$ cat src/rtl/idma_legalizer_burst_split_pkg.sv
// Shared types and derived-size helpers for the burst-splitting legalizer.
package idma_legalizer_burst_split_pkg;

  // Per-side machine state: IDLE holds no bytes, ACTIVE still has bytes to emit.
  typedef enum logic [0:0] {
    SIDE_IDLE   = 1'b0,
    SIDE_ACTIVE = 1'b1
  } side_state_e;

  // Chunk boundary: the tighter of the page size and the maximum burst size.
  function automatic int unsigned calc_bnd(input int unsigned page_size,
                                           input int unsigned max_burst);
    if (page_size < max_burst) begin
      return page_size;
    end else begin
      return max_burst;
    end
  endfunction

  // Chunk length width: enough bits to hold a full boundary-sized chunk.
  function automatic int unsigned calc_cw(input int unsigned page_size,
                                          input int unsigned max_burst);
    return $clog2(calc_bnd(page_size, max_burst)) + 1;
  endfunction

endpackage

$ cat src/rtl/idma_legalizer_bound_calc.sv
// Distance in bytes from an address to the next chunk boundary (1..Bnd).
module idma_legalizer_bound_calc #(
  parameter int unsigned Bnd = 16,
  localparam int unsigned BndWidth = $clog2(Bnd),
  localparam int unsigned Cw = BndWidth + 1
) (
  input  logic [BndWidth-1:0] addr_low,
  output logic [Cw-1:0]       to_bound
);

  // Only the in-boundary offset matters; an aligned address yields a full boundary.
  always_comb begin
    to_bound = Cw'(Bnd) - {1'b0, addr_low};
  end

endmodule

$ cat src/rtl/idma_legalizer_burst_split.sv
// Splits a 1D transfer into boundary-legal read and write chunk streams.
module idma_legalizer_burst_split
  import idma_legalizer_burst_split_pkg::*;
#(
  parameter int unsigned DataWidth       = 32,
  parameter int unsigned AddrWidth       = 32,
  parameter int unsigned LenWidth        = 32,
  parameter int unsigned PageSize        = 4096,
  parameter int unsigned MaxBurstBytes   = 256,
  parameter bit          CombinedShifter = 1'b0,
  localparam int unsigned StrbWidth   = DataWidth / 8,
  localparam int unsigned OffsetWidth = $clog2(StrbWidth),
  localparam int unsigned Bnd         = calc_bnd(PageSize, MaxBurstBytes),
  localparam int unsigned BndWidth    = $clog2(Bnd),
  localparam int unsigned CW          = calc_cw(PageSize, MaxBurstBytes)
) (
  input  logic                   clk_i,
  input  logic                   rst_i,
  input  logic                   req_valid_i,
  output logic                   req_ready_o,
  input  logic [LenWidth-1:0]    req_length_i,
  input  logic [AddrWidth-1:0]   req_src_addr_i,
  input  logic [AddrWidth-1:0]   req_dst_addr_i,
  input  logic                   req_decouple_i,
  input  logic                   req_super_last_i,
  output logic                   r_valid_o,
  input  logic                   r_ready_i,
  output logic [AddrWidth-1:0]   r_addr_o,
  output logic [CW-1:0]          r_num_bytes_o,
  output logic [OffsetWidth-1:0] r_offset_o,
  output logic [OffsetWidth-1:0] r_tailer_o,
  output logic [OffsetWidth-1:0] r_shift_o,
  output logic                   r_last_o,
  output logic                   w_valid_o,
  input  logic                   w_ready_i,
  output logic [AddrWidth-1:0]   w_addr_o,
  output logic [CW-1:0]          w_num_bytes_o,
  output logic [OffsetWidth-1:0] w_offset_o,
  output logic [OffsetWidth-1:0] w_tailer_o,
  output logic [OffsetWidth-1:0] w_shift_o,
  output logic                   w_last_o,
  output logic                   w_super_last_o,
  input  logic                   kill_i,
  input  logic                   flush_i,
  output logic                   r_busy_o,
  output logic                   w_busy_o
);

  typedef struct packed {
    logic [AddrWidth-1:0]   addr;
    logic [CW-1:0]          num_bytes;
    logic [OffsetWidth-1:0] offset;
    logic [OffsetWidth-1:0] tailer;
    logic [OffsetWidth-1:0] shift;
    logic                   last;
  } chunk_t;

  typedef struct packed {
    side_state_e          state;
    logic [AddrWidth-1:0] addr;
    logic [LenWidth-1:0]  rem;
    logic                 valid;
  } side_t;

  localparam side_t SideIdle = '{state: SIDE_IDLE, addr: '0, rem: '0, valid: 1'b0};

  side_t                  r_side_r, w_side_r;
  logic                   decouple_r, super_last_r;
  logic [OffsetWidth-1:0] r_shift_r, w_shift_r;
  logic [BndWidth-1:0]    delta_r;

  logic [BndWidth-1:0]    r_peer_low_s, w_peer_low_s;
  logic [CW-1:0]          r_tb_s, w_tb_s, r_peer_tb_s, w_peer_tb_s;
  logic [CW-1:0]          r_poss_s, w_poss_s;
  chunk_t                 r_chunk_s, w_chunk_s;
  logic                   req_hs_s, r_hs_s, w_hs_s;

  // Build the pending chunk of one side from its position, allowance and shift.
  function automatic chunk_t make_chunk(input logic [AddrWidth-1:0]   addr,
                                        input logic [LenWidth-1:0]    rem,
                                        input logic [CW-1:0]          poss,
                                        input logic [OffsetWidth-1:0] shift);
    chunk_t c;
    c.addr      = addr;
    c.last      = (rem <= LenWidth'(poss));
    c.num_bytes = c.last ? rem[CW-1:0] : poss;
    c.offset    = addr[OffsetWidth-1:0];
    c.tailer    = c.num_bytes[OffsetWidth-1:0] + c.offset;
    c.shift     = shift;
    return c;
  endfunction

  // Step one side after a possible handshake; the last chunk returns it to IDLE.
  function automatic side_t advance(input side_t cur, input logic hs, input chunk_t c);
    side_t nxt;
    nxt = cur;
    case (cur.state)
      SIDE_IDLE: nxt = cur;
      SIDE_ACTIVE: begin
        if (hs) begin
          nxt.addr = cur.addr + AddrWidth'(c.num_bytes);
          nxt.rem  = cur.rem - LenWidth'(c.num_bytes);
          if (c.last) begin
            nxt.state = SIDE_IDLE;
            nxt.valid = 1'b0;
          end else begin
            nxt.state = SIDE_ACTIVE;
          end
        end else begin
          nxt = cur;
        end
      end
      default: nxt = SideIdle;
    endcase
    return nxt;
  endfunction

  // In coupled mode each side tracks where its partner stands after the same
  // number of bytes, so equal chunk sizes hold even when the sides drift apart.
  assign r_peer_low_s = r_side_r.addr[BndWidth-1:0] + delta_r;
  assign w_peer_low_s = w_side_r.addr[BndWidth-1:0] - delta_r;

  idma_legalizer_bound_calc #(.Bnd(Bnd)) i_r_bound (
    .addr_low(r_side_r.addr[BndWidth-1:0]), .to_bound(r_tb_s));
  idma_legalizer_bound_calc #(.Bnd(Bnd)) i_w_bound (
    .addr_low(w_side_r.addr[BndWidth-1:0]), .to_bound(w_tb_s));
  idma_legalizer_bound_calc #(.Bnd(Bnd)) i_r_peer_bound (
    .addr_low(r_peer_low_s), .to_bound(r_peer_tb_s));
  idma_legalizer_bound_calc #(.Bnd(Bnd)) i_w_peer_bound (
    .addr_low(w_peer_low_s), .to_bound(w_peer_tb_s));

  // Size each pending chunk from its own boundary or the tighter of the pair.
  always_comb begin
    r_poss_s = r_tb_s;
    w_poss_s = w_tb_s;
    if (decouple_r) begin
      r_poss_s = r_tb_s;
      w_poss_s = w_tb_s;
    end else begin
      r_poss_s = (r_peer_tb_s < r_tb_s) ? r_peer_tb_s : r_tb_s;
      w_poss_s = (w_peer_tb_s < w_tb_s) ? w_peer_tb_s : w_tb_s;
    end
    r_chunk_s = make_chunk(r_side_r.addr, r_side_r.rem, r_poss_s, r_shift_r);
    w_chunk_s = make_chunk(w_side_r.addr, w_side_r.rem, w_poss_s, w_shift_r);
  end

  assign r_busy_o    = (r_side_r.state == SIDE_ACTIVE);
  assign w_busy_o    = (w_side_r.state == SIDE_ACTIVE);
  assign req_ready_o = ~r_busy_o & ~w_busy_o & ~kill_i & ~flush_i;
  assign req_hs_s    = req_valid_i & req_ready_o;
  assign r_valid_o   = r_side_r.valid & ~flush_i;
  assign w_valid_o   = w_side_r.valid & ~flush_i;
  assign r_hs_s      = r_valid_o & r_ready_i;
  assign w_hs_s      = w_valid_o & w_ready_i;

  assign r_addr_o       = r_chunk_s.addr;
  assign r_num_bytes_o  = r_chunk_s.num_bytes;
  assign r_offset_o     = r_chunk_s.offset;
  assign r_tailer_o     = r_chunk_s.tailer;
  assign r_shift_o      = r_chunk_s.shift;
  assign r_last_o       = r_chunk_s.last & r_side_r.valid;
  assign w_addr_o       = w_chunk_s.addr;
  assign w_num_bytes_o  = w_chunk_s.num_bytes;
  assign w_offset_o     = w_chunk_s.offset;
  assign w_tailer_o     = w_chunk_s.tailer;
  assign w_shift_o      = w_chunk_s.shift;
  assign w_last_o       = w_chunk_s.last & w_side_r.valid;
  assign w_super_last_o = super_last_r;

  // Run both chunk machines and latch the per-transfer context on acceptance.
  always_ff @(posedge clk_i) begin
    if (rst_i) begin
      r_side_r     <= SideIdle;
      w_side_r     <= SideIdle;
      decouple_r   <= 1'b0;
      super_last_r <= 1'b0;
      r_shift_r    <= '0;
      w_shift_r    <= '0;
      delta_r      <= '0;
    end else if (kill_i) begin
      r_side_r <= SideIdle;
      w_side_r <= SideIdle;
    end else if (req_hs_s) begin
      r_side_r.addr  <= req_src_addr_i;
      r_side_r.rem   <= req_length_i;
      w_side_r.addr  <= req_dst_addr_i;
      w_side_r.rem   <= req_length_i;
      decouple_r     <= req_decouple_i;
      super_last_r   <= req_super_last_i;
      delta_r        <= req_dst_addr_i[BndWidth-1:0] - req_src_addr_i[BndWidth-1:0];
      if (req_length_i == '0) begin
        r_side_r.state <= SIDE_IDLE;
        r_side_r.valid <= 1'b0;
        w_side_r.state <= SIDE_IDLE;
        w_side_r.valid <= 1'b0;
      end else begin
        r_side_r.state <= SIDE_ACTIVE;
        r_side_r.valid <= 1'b1;
        w_side_r.state <= SIDE_ACTIVE;
        w_side_r.valid <= 1'b1;
      end
      if (CombinedShifter) begin
        r_shift_r <= req_src_addr_i[OffsetWidth-1:0] - req_dst_addr_i[OffsetWidth-1:0];
        w_shift_r <= '0;
      end else begin
        r_shift_r <= req_src_addr_i[OffsetWidth-1:0];
        w_shift_r <= '0 - req_dst_addr_i[OffsetWidth-1:0];
      end
    end else begin
      r_side_r <= advance(r_side_r, r_hs_s, r_chunk_s);
      w_side_r <= advance(w_side_r, w_hs_s, w_chunk_s);
    end
  end

endmodule

$ cat config.mk
export PLATFORM = sky130hd
export DESIGN_NAME = idma_legalizer_burst_split
export DESIGN_NICKNAME = d
export VERILOG_FILES = /design/src/rtl/idma_legalizer_burst_split_pkg.sv /design/src/rtl/idma_legalizer_bound_calc.sv /design/src/rtl/idma_legalizer_burst_split.sv
export SDC_FILE = /design/constraint.sdc
export NUM_CORES = 1
export LEC_CHECK = 0
export CORE_MARGIN = 1
export CORE_UTILIZATION = 55
export DETAILED_ROUTE_END_ITERATION = 8
export GPL_TIMING_DRIVEN = 0
export PLACE_DENSITY_LB_ADDON = 0.05
export SLEW_MARGIN = 40
export SYNTH_ARGS = -nofsm -noshare
export SYNTH_HDL_FRONTEND = slang
export SYNTH_HIERARCHICAL = 1
export SYNTH_SLANG_ARGS = --single-unit
export TNS_END_PERCENT = 50
$ cat constraint.sdc
create_clock -name clk_i -period 10.7 [get_ports clk_i]
set_clock_uncertainty 0.1 [all_clocks]
set_input_delay 2.675 -clock clk_i [delete_from_list [all_inputs] [get_ports clk_i]]
set_output_delay 2.675 -clock clk_i [all_outputs]
set_load 0.01 [all_outputs]
# Word-level counts from Yosys, hierarchy flattened
# Index checks and enable logic that the tools add are counted.
totals:
  ff_bits: 146
  word_cells: 75
classes:
  add_sub_neg: 14
  n_lt_le_gt_ge: 4
  n_eq_ne: 6
  n_mux: 17
  n_bitwise: 14
  reduce_logical: 7
ops:
  columns: ["operator", "n"]
  rows:
  - ["two-way mux 66 bit", 4]
  - ["one-hot mux 66 bit (2 select lines)", 2]
  - ["adder 32 x 9 -> 32 bit", 2]
  - ["<= comparator 32 x 9 -> 1 bit", 2]
  - ["subtractor 32 x 9 -> 32 bit", 2]
  - ["two-way mux 9 bit", 6]
  - ["subtractor 9 x 8 -> 9 bit (first input constant)", 4]
  - ["logical NOT 32 bit", 1]
  - ["< comparator 9 bit", 2]
  - ["subtractor 8 bit", 2]
  - ["inequality test 3 x 1 -> 1 bit (second input constant)", 4]
  - ["bitwise AND 1 bit", 10]
  - ["adder 8 bit", 1]
  - ["AND reduction 2 bit", 3]
  - ["AND reduction 3 bit", 2]
  - ["two-way mux 1 bit", 5]
  - ["adder 2 bit", 2]
  - ["inequality test 2 bit (second input constant)", 2]
  - ["inverter 1 bit", 4]
  - ["OR reduction 2 bit", 1]
  - ["subtractor 1 x 2 -> 2 bit (first input constant)", 1]

# Depth between registers and ports, before layout
# Gate-level depths: netlist (run 1).
depth:
  depth_word: 11
  mapped_depth: 36
  mapped_depth_nobuf: 35

# Hierarchy
# The synthesis (run 1) kept the hierarchy.
by_module_without_submodules:
  columns: ["mod", "n_inst", "cells_per_inst", "area_each_um2", "seq_area_each_um2"]
  rows:
  - ["idma_legalizer_burst_split", 1, 1487, 11767.5, 2922.8]
  - ["idma_legalizer_bound_calc", 4, 19, 138.9, 0.0]

# Least setup slack after synthesis (run 1)
# Ideal clock, no wire load.
synth_path:
  path_kind: "reg-to-output"
  startpoint: "reg w_side_r, in the netlist w_addr_o[0]"
  endpoint: "out w_tailer_o[1]"
  arrival_ns: 6.702
  setup_slack_ns: 1.223
  path_stages_with_launch: 30
  path_cell_list: "dfxtp_1 > inv_1 > ha_1 > fa_1 > nor2b_1 > o21ai_0 > nand2b_1 > a21o_1 > a21oi_1 > xnor2_1 > or4_4 > nor2b_2 > xnor2_1 > ha_1 > and3_1 > a221oi_1 > o21ai_0 > a211oi_2 > mux2_2 > inv_1 > ha_1 > nor2b_1 > o211ai_1 > a21oi_1 > o311ai_0 > and3_1 > buf_2 > mux2_2 > ha_1 > fa_1"
synth_between:
  elab_chain_len: 8
synth_lines:
  columns: ["item", "line", "source"]
  rows:
  - ["start: declaration", "idma_legalizer_burst_split.sv:67", "side_t r_side_r, w_side_r;"]
  - ["start signal: assignment", "idma_legalizer_burst_split.sv:174", "w_side_r <= SideIdle;"]
  - ["start signal: assignment", "idma_legalizer_burst_split.sv:182", "w_side_r <= SideIdle;"]
  - ["start signal: assignment", "idma_legalizer_burst_split.sv:211", "w_side_r <= advance(w_side_r, w_hs_s, w_chunk_s);"]
  - ["subtractor 8 bit (*)", "idma_legalizer_burst_split.sv:121", "assign w_peer_low_s = w_side_r.addr[BndWidth-1:0] - delta_r;"]
  - ["via w_peer_low_s[6]", "idma_legalizer_burst_split.sv:72", "logic [BndWidth-1:0] r_peer_low_s, w_peer_low_s;"]
  - ["subtractor 9 x 8 -> 9 bit (*)", "idma_legalizer_bound_calc.sv:13", "to_bound = Cw'(Bnd) - {1'b0, addr_low};"]
  - ["via w_peer_tb_s[7]", "idma_legalizer_burst_split.sv:73", "logic [CW-1:0] r_tb_s, w_tb_s, r_peer_tb_s, w_peer_tb_s;"]
  - ["< comparator 9 bit", "idma_legalizer_burst_split.sv:141", "w_poss_s = (w_peer_tb_s < w_tb_s) ? w_peer_tb_s : w_tb_s;"]
  - ["two-way mux 9 bit (*)", "idma_legalizer_burst_split.sv:141", null]
  - ["two-way mux 9 bit (*)", "idma_legalizer_burst_split.sv:136", "if (decouple_r) begin"]
  - ["<= comparator 32 x 9 -> 1 bit", "idma_legalizer_burst_split.sv:85", "c.last = (rem <= LenWidth'(poss));"]
  - ["two-way mux 9 bit (*)", "idma_legalizer_burst_split.sv:86", "c.num_bytes = c.last ? rem[CW-1:0] : poss;"]
  - ["via w_num_bytes_o[0]", "idma_legalizer_burst_split.sv:37", "output logic [CW-1:0] w_num_bytes_o,"]
  - ["adder 2 bit (*)", "idma_legalizer_burst_split.sv:88", "c.tailer = c.num_bytes[OffsetWidth-1:0] + c.offset;"]
  - ["end: declaration", "idma_legalizer_burst_split.sv:39", "output logic [OffsetWidth-1:0] w_tailer_o,"]
# Mark *: on every way through the listed nets, which the timed path passes. The rest lies on a longest branch.

# Worst setup path in the final report (run 1)
layout_path:
  startpoint: "reg r_side_r, in the netlist r_addr_o[0]"
  endpoint: "out r_tailer_o[1]"
layout_between:
  elab_chain_len: 8
layout_lines:
  columns: ["item", "line", "source"]
  rows:
  - ["start: declaration", "idma_legalizer_burst_split.sv:67", null]
  - ["start signal: assignment", "idma_legalizer_burst_split.sv:173", "r_side_r <= SideIdle;"]
  - ["start signal: assignment", "idma_legalizer_burst_split.sv:181", "r_side_r <= SideIdle;"]
  - ["start signal: assignment", "idma_legalizer_burst_split.sv:210", "r_side_r <= advance(r_side_r, r_hs_s, r_chunk_s);"]
  - ["adder 8 bit (*)", "idma_legalizer_burst_split.sv:120", "assign r_peer_low_s = r_side_r.addr[BndWidth-1:0] + delta_r;"]
  - ["via r_peer_low_s[6]", "idma_legalizer_burst_split.sv:72", null]
  - ["subtractor 9 x 8 -> 9 bit (*)", "idma_legalizer_bound_calc.sv:13", null]
  - ["via r_peer_tb_s[7]", "idma_legalizer_burst_split.sv:73", null]
  - ["< comparator 9 bit", "idma_legalizer_burst_split.sv:140", "r_poss_s = (r_peer_tb_s < r_tb_s) ? r_peer_tb_s : r_tb_s;"]
  - ["two-way mux 9 bit (*)", "idma_legalizer_burst_split.sv:140", null]
  - ["two-way mux 9 bit (*)", "idma_legalizer_burst_split.sv:136", null]
  - ["<= comparator 32 x 9 -> 1 bit", "idma_legalizer_burst_split.sv:85", null]
  - ["two-way mux 9 bit (*)", "idma_legalizer_burst_split.sv:86", null]
  - ["adder 2 bit (*)", "idma_legalizer_burst_split.sv:88", null]
  - ["end: declaration", "idma_legalizer_burst_split.sv:31", "output logic [OffsetWidth-1:0] r_tailer_o,"]
# Marked as above.

==> impl_metrics.json, run 1 <==
{
  "outcome": "completed",
  "report.final.slew_viol_count": 0,
  "grt_max_degree": 17,
  "placement_row_count": 54,
  "ys_async_sr_fraction_pct": 0,
  "grt_antenna_before_repair": 0,
  "pre_cts_slack_ns": -0.0542,
  "setup.worst_path.start_class": "register",
  "number_of_global_route_vias_before_repair": 12700,
  "area.growth.synth_to_final_pct": 25.1,
  "share_of_layout_cells_above_drive_strength_1_pct": 10.6,
  "final.setup.worst_slack_ns": 0.363,
  "antennaDiodeCount": 0,
  "route.vias.total": 13600,
  "synth_fp_nets": 1772,
  "timing.fmax_mhz": 96.7,
  "pwr_density_cell_mw_per_mm2": 135,
  "port-buffer-count": 205,
  "commonest_cells_after_routing_fill_and_taps_aside": "clkdlybuf4s50_1, nand2_1, dfxtp_1",
  "yosys_warnings": 6,
  "cts_hold_repair.buffers": 0,
  "clk_pin_slew_ns": 0.06,
  "power_leakage_nw": 5.91,
  "vias_per_cell": 6.51,
  "critPathTopFamily": "adder cells",
  "cts.sink_count": 146,
  "setup_viol": 0,
  "worst_path_most_repeated_cell": "ha_1",
  "synthesis.instances": 1563,
  "core_mm2": 0.0219,
  "place.detailed.hpwl_mm": 33.8,
  "drt-wirelength-per-cell_um": 21.4,
  "worst-path-max-fanout": 10,
  "critical_path_cell_with_the_highest_stage_delay": "fa_1",
  "tritoncts_clock_tree": "yes",
  "dr_iter_0_viols": 1596,
  "routed_wl_mm": 44.7,
  "postSynth.topFlopCell": "dfxtp_1",
  "layout.cells.most_common": "clkdlybuf4s50_1",
  "synth-edff-count": 0,
  "critical_path_buf_inv_count": 4,
  "arrival_ns": 7.56,
  "drt_drc_violations_left": 0,
  "number_of_buffers_inserted_during_clock_tree_synthesis": 17,
  "die_width_um": 152,
  "synthTopCellsByArea": "dfxtp_1, ha_1, nand2_1",
  "synth_seq_cells": 146,
  "drt_pre_antenna_iters": 6,
  "finish.net_count": 2001,
  "cpPeakStageDelay_ns": 0.57,
  "period_share_pct": 96.6,
  "hold_viol": 0,
  "crit_path_end_kind": "output port",
  "worst_ep_required_ns": 7.93,
  "cts-root-buf": "clkbuf_16",
  "cts_max_path_buffers": 2,
  "min_path_type": "register to register",
  "unique_masters_post_synth": 74,
  "unrepaired_setup_endpoints_after_global_routing": "no",
  "floorplan.initialDensity_pct": 56.3,
  "syn_area_per_cell_um2": 7.88,
  "h-tree-depth": 4,
  "timing.final.crit_period_ns": 10.34,
  "grt.overflow.total": 0,
  "worst_slew_pin_slew_ns": 0.953,
  "final_core_utilization_pct": 70.4,
  "worstSkewPairLatency_ns": 0.44,
  "grt_first_pass_wirelength_mm": 67.6,
  "yosysSeqAreaShare_pct": 23.7,
  "globalRouteTotalUtil_pct": 38.7,
  "number_of_routed_nets_with_antenna_violations": 0,
  "post_synth_instance_area_mm2": 0.0123,
  "max-slew-margin-rel_pct": 36.5,
  "max-cap-violations": 0,
  "die-area_mm2": 0.0230,
  "critical_path_class": "register to output port",
  "die_height_um": 152,
  "synth_area_leader_cell": "dfxtp_1",
  "yosys.area.top_type_share_pct": 23.7,
  "gp_congestion": 0.959,
  "io_pins": 207,
  "power.ir.vdd_worst_v": 0.000121
}
## cells in the mapped netlist (all sizes together), types with 26 or more instances
cell and number:
clkbuf 68, mux2 31, or3 32, mux2i 32, a31oi 75, nand2 152
o21ai 52, o211ai 35, buf 79, nand3 42, or4 26, a22oi 38
nor2 73, nor3 44, ha 97, xnor2 57, dfxtp 146, inv 84
a21oi 87
## registers in the layout (all words and copies together) (netlist names), 2 cells and up
register   count
r_shift_o      2
r_side_r      33
w_side_r      33
w_addr_o      32
r_addr_o      32
w_shift_o      2
delta_r        8
## kinds of logic after synthesis
family,count (synthesis),share of synthesized area (%)
muxes,63,5.43
and+or+nand+nor,512,21.8
AOI/OAI and AO/OA,434,23.6
DFF,146,23.7
buffers and inverters,231,9.27
xor gates and xnor gates,73,5.19
adders and majority gates,104,11.0
## stage by stage
step | instances | instance area, um2 | total power [mW] | hold WS (ns) | TNS [ns]
final | 2085 | 15400 | 2.09 | 0.357 | 0
after global routing | 2085 | 15400 | 2.18 | 0.371 | 0
after floorplan | 1563 | 12300 | 1.16 | 0.349 | 0
after detailed placement | 2049 | 14700 | 1.42 | 0.348 | -0.0542
after CTS | 2085 | 15400 | 2.05 | 0.356 | 0
after global placement | 2048 | 14700 | 1.41 | 0.342 | 0
## what timing repair did
action / CTS / global route
setup buffers: 4 / 0
setup endpoints to repair: 3 / 3
pin swaps: 1 / 2
resized for setup: 8 / 11
## worst min-delay path: cells and delay by family (launching register included)
family	cells	cell delay [ns]
DFF	1	0.31
and+or+nand+nor	1	0.05
AOI/OAI and AO/OA	1	0.05
## layout make-up
type | instances | area [um2]
timing repair buffer | 210 | 2090
sequential | 146 | 2930
multi-input combinational | 1186 | 8290
buffer | 147 | 842
inverter | 84 | 315
clock buffer | 18 | 429
tap | 280 | 350
fill | 1856 | 6470
clock inverter | 14 | 169
## worst paths after layout
path | depth (start not counted) | to | slack (ns) | startpoint
worst min register to register | 2 | w_super_last_o$_SDFFE_PP0P_ | 0.36 | w_super_last_o$_SDFFE_PP0P_
worst max-delay path | 29 | r_tailer_o[1] | 0.36 | r_addr_o[0]$_SDFFE_PP0P_
worst max register to register | 36 | w_addr_o[30]$_SDFFE_PP0P_ | 1.66 | delta_r[1]$_SDFFE_PP0P_
worst min-delay path | 2 | w_super_last_o$_SDFFE_PP0P_ | 0.36 | w_super_last_o$_SDFFE_PP0P_
## routing by layer
metal / GRT usage (%) / routed length, um / vias to the layer above
met5: 0 / 0 / -
met4: 21.6 / 2540 / 0
met2: 60.9 / 19600 / 841
li1: - / - / 6219
met1: 48.7 / 17400 / 6337
met3: 8.50 / 5120 / 182
## power by group
| group | switching (mW) | total, mW | leakage (nW) | internal, mW |
|---|---|---|---|---|
| clock | 0.273 | 0.624 | 0.290 | 0.351 |
| combinational | 0.497 | 0.895 | 4.43 | 0.398 |
| sequential | 0.0138 | 0.566 | 1.18 | 0.553 |
| total | 0.783 | 2.09 | 5.91 | 1.30 |
(Power assumes the default switching activity.)
==> run 2: changes to the inputs <==
--- a/config.mk
+++ b/config.mk
@@ -7,5 +7,6 @@
 export LEC_CHECK = 0
 export CORE_MARGIN = 1
-export CORE_UTILIZATION = 55
+export CORE_UTILIZATION = 56
+export CTS_BUF_LIST = sky130_fd_sc_hd__clkbuf_2 sky130_fd_sc_hd__clkbuf_4 sky130_fd_sc_hd__clkbuf_8
 export DETAILED_ROUTE_END_ITERATION = 8
 export GPL_TIMING_DRIVEN = 0
--- a/constraint.sdc
+++ b/constraint.sdc
@@ -3,3 +3,3 @@
 set_input_delay 2.675 -clock clk_i [delete_from_list [all_inputs] [get_ports clk_i]]
 set_output_delay 2.675 -clock clk_i [all_outputs]
-set_load 0.01 [all_outputs]
+set_load 0.05 [all_outputs]
==> impl_metrics.json, run 2 (synthesis gave the netlist of run 1 again) <==
{
  "critical_path_cell_with_the_highest_stage_delay": "fa_2",
  "grt_max_degree": 17,
  "timing.final.crit_period_ns": 10.37,
  "unrepaired_setup_endpoints_after_global_routing": "no",
  "floorplan.initialDensity_pct": 57.9,
  "finish.net_count": 1998,
  "layout.cells.most_common": "clkdlybuf4s50_1",
  "core_mm2": 0.0213,
  "commonest_cells_after_routing_fill_and_taps_aside": "clkdlybuf4s50_1, nand2_1, dfxtp_1",
  "period_share_pct": 96.9,
  "arrival_ns": 7.60,
  "worstSkewPairLatency_ns": 0.47,
  "crit_start": "w_addr_o[0]$_SDFFE_PP0P_",
  "grt.overflow.total": 0,
  "h-tree-depth": 4,
  "outcome": "completed",
  "pwr_density_cell_mw_per_mm2": 131,
  "die_height_um": 150,
  "post_place_cell_area_mm2": 0.0147,
  "fillCellCount": 1784,
  "cts_hold_repair.buffers": 0,
  "placement_row_count": 53,
  "drt_drc_violations_left": 0,
  "grt_first_pass_wirelength_mm": 66.8,
  "share_of_layout_cells_above_drive_strength_1_pct": 10.4,
  "drt-wirelength-per-cell_um": 21.4,
  "max-slew-margin-rel_pct": 38.3,
  "io_pins": 207,
  "max-cap-violations": 0,
  "min_path_type": "register to register",
  "critical_path_class": "register to output port",
  "vias_per_cell": 6.53,
  "setup_tns_ns": 0,
  "route.vias.total": 13500,
  "crit_path_end_kind": "output port",
  "report.final.slew_viol_count": 0,
  "number_of_buffers_inserted_during_clock_tree_synthesis": 17,
  "timing.fmax_mhz": 96.4,
  "die-area_mm2": 0.0226,
  "cpPeakStageDelay_ns": 0.59,
  "cts-root-buf": "clkbuf_8",
  "worst_ep_required_ns": 7.93,
  "setup_viol": 0,
  "dr_iter_0_viols": 1309,
  "antennaDiodeCount": 0,
  "number_of_routed_nets_with_antenna_violations": 0,
  "final_area_mm2": 0.0152,
  "place.detailed.hpwl_mm": 33.9,
  "worst-path-max-fanout": 10,
  "tritoncts_clock_tree": "yes",
  "layout_top_registers": "r_side_r x33, w_side_r x33",
  "cts_max_path_buffers": 2,
  "power.ir.vdd_worst_v": 0.0000924,
  "setup.worst_path.start_class": "register",
  "cts.sink_count": 146,
  "hold_viol": 0,
  "timing.hold.ws_ns": 0.362,
  "worst_path_most_repeated_cell": "ha_1",
  "worst_slew_pin_slew_ns": 0.910,
  "area.growth.synth_to_final_pct": 23.1,
  "routed_wl_mm": 44.3,
  "port-buffer-count": 205,
  "number_of_global_route_vias_before_repair": 12400,
  "hold_path.startpoint": "w_shift_o[0]$_SDFFE_PP0P_",
  "die_width_um": 150,
  "drt_pre_antenna_iters": 9,
  "grt_antenna_before_repair": 0,
  "clk_pin_slew_ns": 0.08,
  "power_leakage_nw": 5.81,
  "gp_congestion": 0.938,
  "crit_reg_reg_startpoint": "w_addr_o[0]$_SDFFE_PP0P_",
  "globalRouteTotalUtil_pct": 38.8
}
run 2: worst paths after layout:
check                           slack [ns]  cells after the start                         to
worst max-delay path                  0.33                     30              w_tailer_o[1]
worst min-delay path                  0.36                      2  w_shift_o[0]$_SDFFE_PP0P_
worst max register to register        1.65                     36  w_addr_o[30]$_SDFFE_PP0P_
worst min register to register        0.36                      2  w_shift_o[0]$_SDFFE_PP0P_
run 2: critical path, delay by kind of cell (launching register included):
kind,cells,cell delay (ns)
flip-flops,1,0.41
adder cells (fa/ha/maj),6,2.00
multiplexers,2,0.77
buffers and inverters,5,0.63
AO/OA/AOI/OAI,9,1.59
AND/OR/NAND/NOR,6,1.37
XOR/XNOR,2,0.32
run 2: repair_timing:
| action | 4_1_cts | 5_1_grt |
|---|---|---|
| buffers inserted | 2 | 0 |
| endpoints found under the setup margin | 14 | 14 |
| pin swaps | 1 | 0 |
| gates cloned | 0 | 0 |
| gates resized for setup | 11 | 18 |
run 2: power breakdown:
group          switching, mW  total [mW]  leakage [nW]  internal (mW)
sequential            0.0138       0.566          1.18          0.552
combinational          0.573       0.965          4.42          0.391
clock                  0.227       0.459         0.202          0.233
run 2: final cells by class:
class                      instances  area [um2]  share of cell area, %
multi-input combinational       1186        8280                   54.6
tap                              275         344                   2.27
clock buffer                      23         298                   1.96
inverter                          84         315                   2.08
sequential                       146        2930                   19.3
clock inverter                     7         103                  0.676
buffer                           147         836                   5.51
timing repair buffer             207        2060                   13.6
run 2: through the flow:
stage	utilization [%]	total power, mW	std cells	setup WS [ns]
after global placement	69.1	1.49	2043	-0.267
after floorplan	-	1.24	1563	0.826
after detailed placement	69.2	1.50	2043	-0.384
after global routing	71.3	2.08	2075	0.0132
after CTS	71.1	1.96	2075	0.00693
final	71.3	1.99	2075	0.330
run 2: layer usage:
metal  global-route usage, %  share of wire (%)  vias to the layer above
met3                    7.00                 10                      164
met1                    49.1                 39                     6349
met2                    61.9                 46                      828
li1                        -                  -                     6208
met5                       0                  0                        -
met4                    22.3                5.2                        0
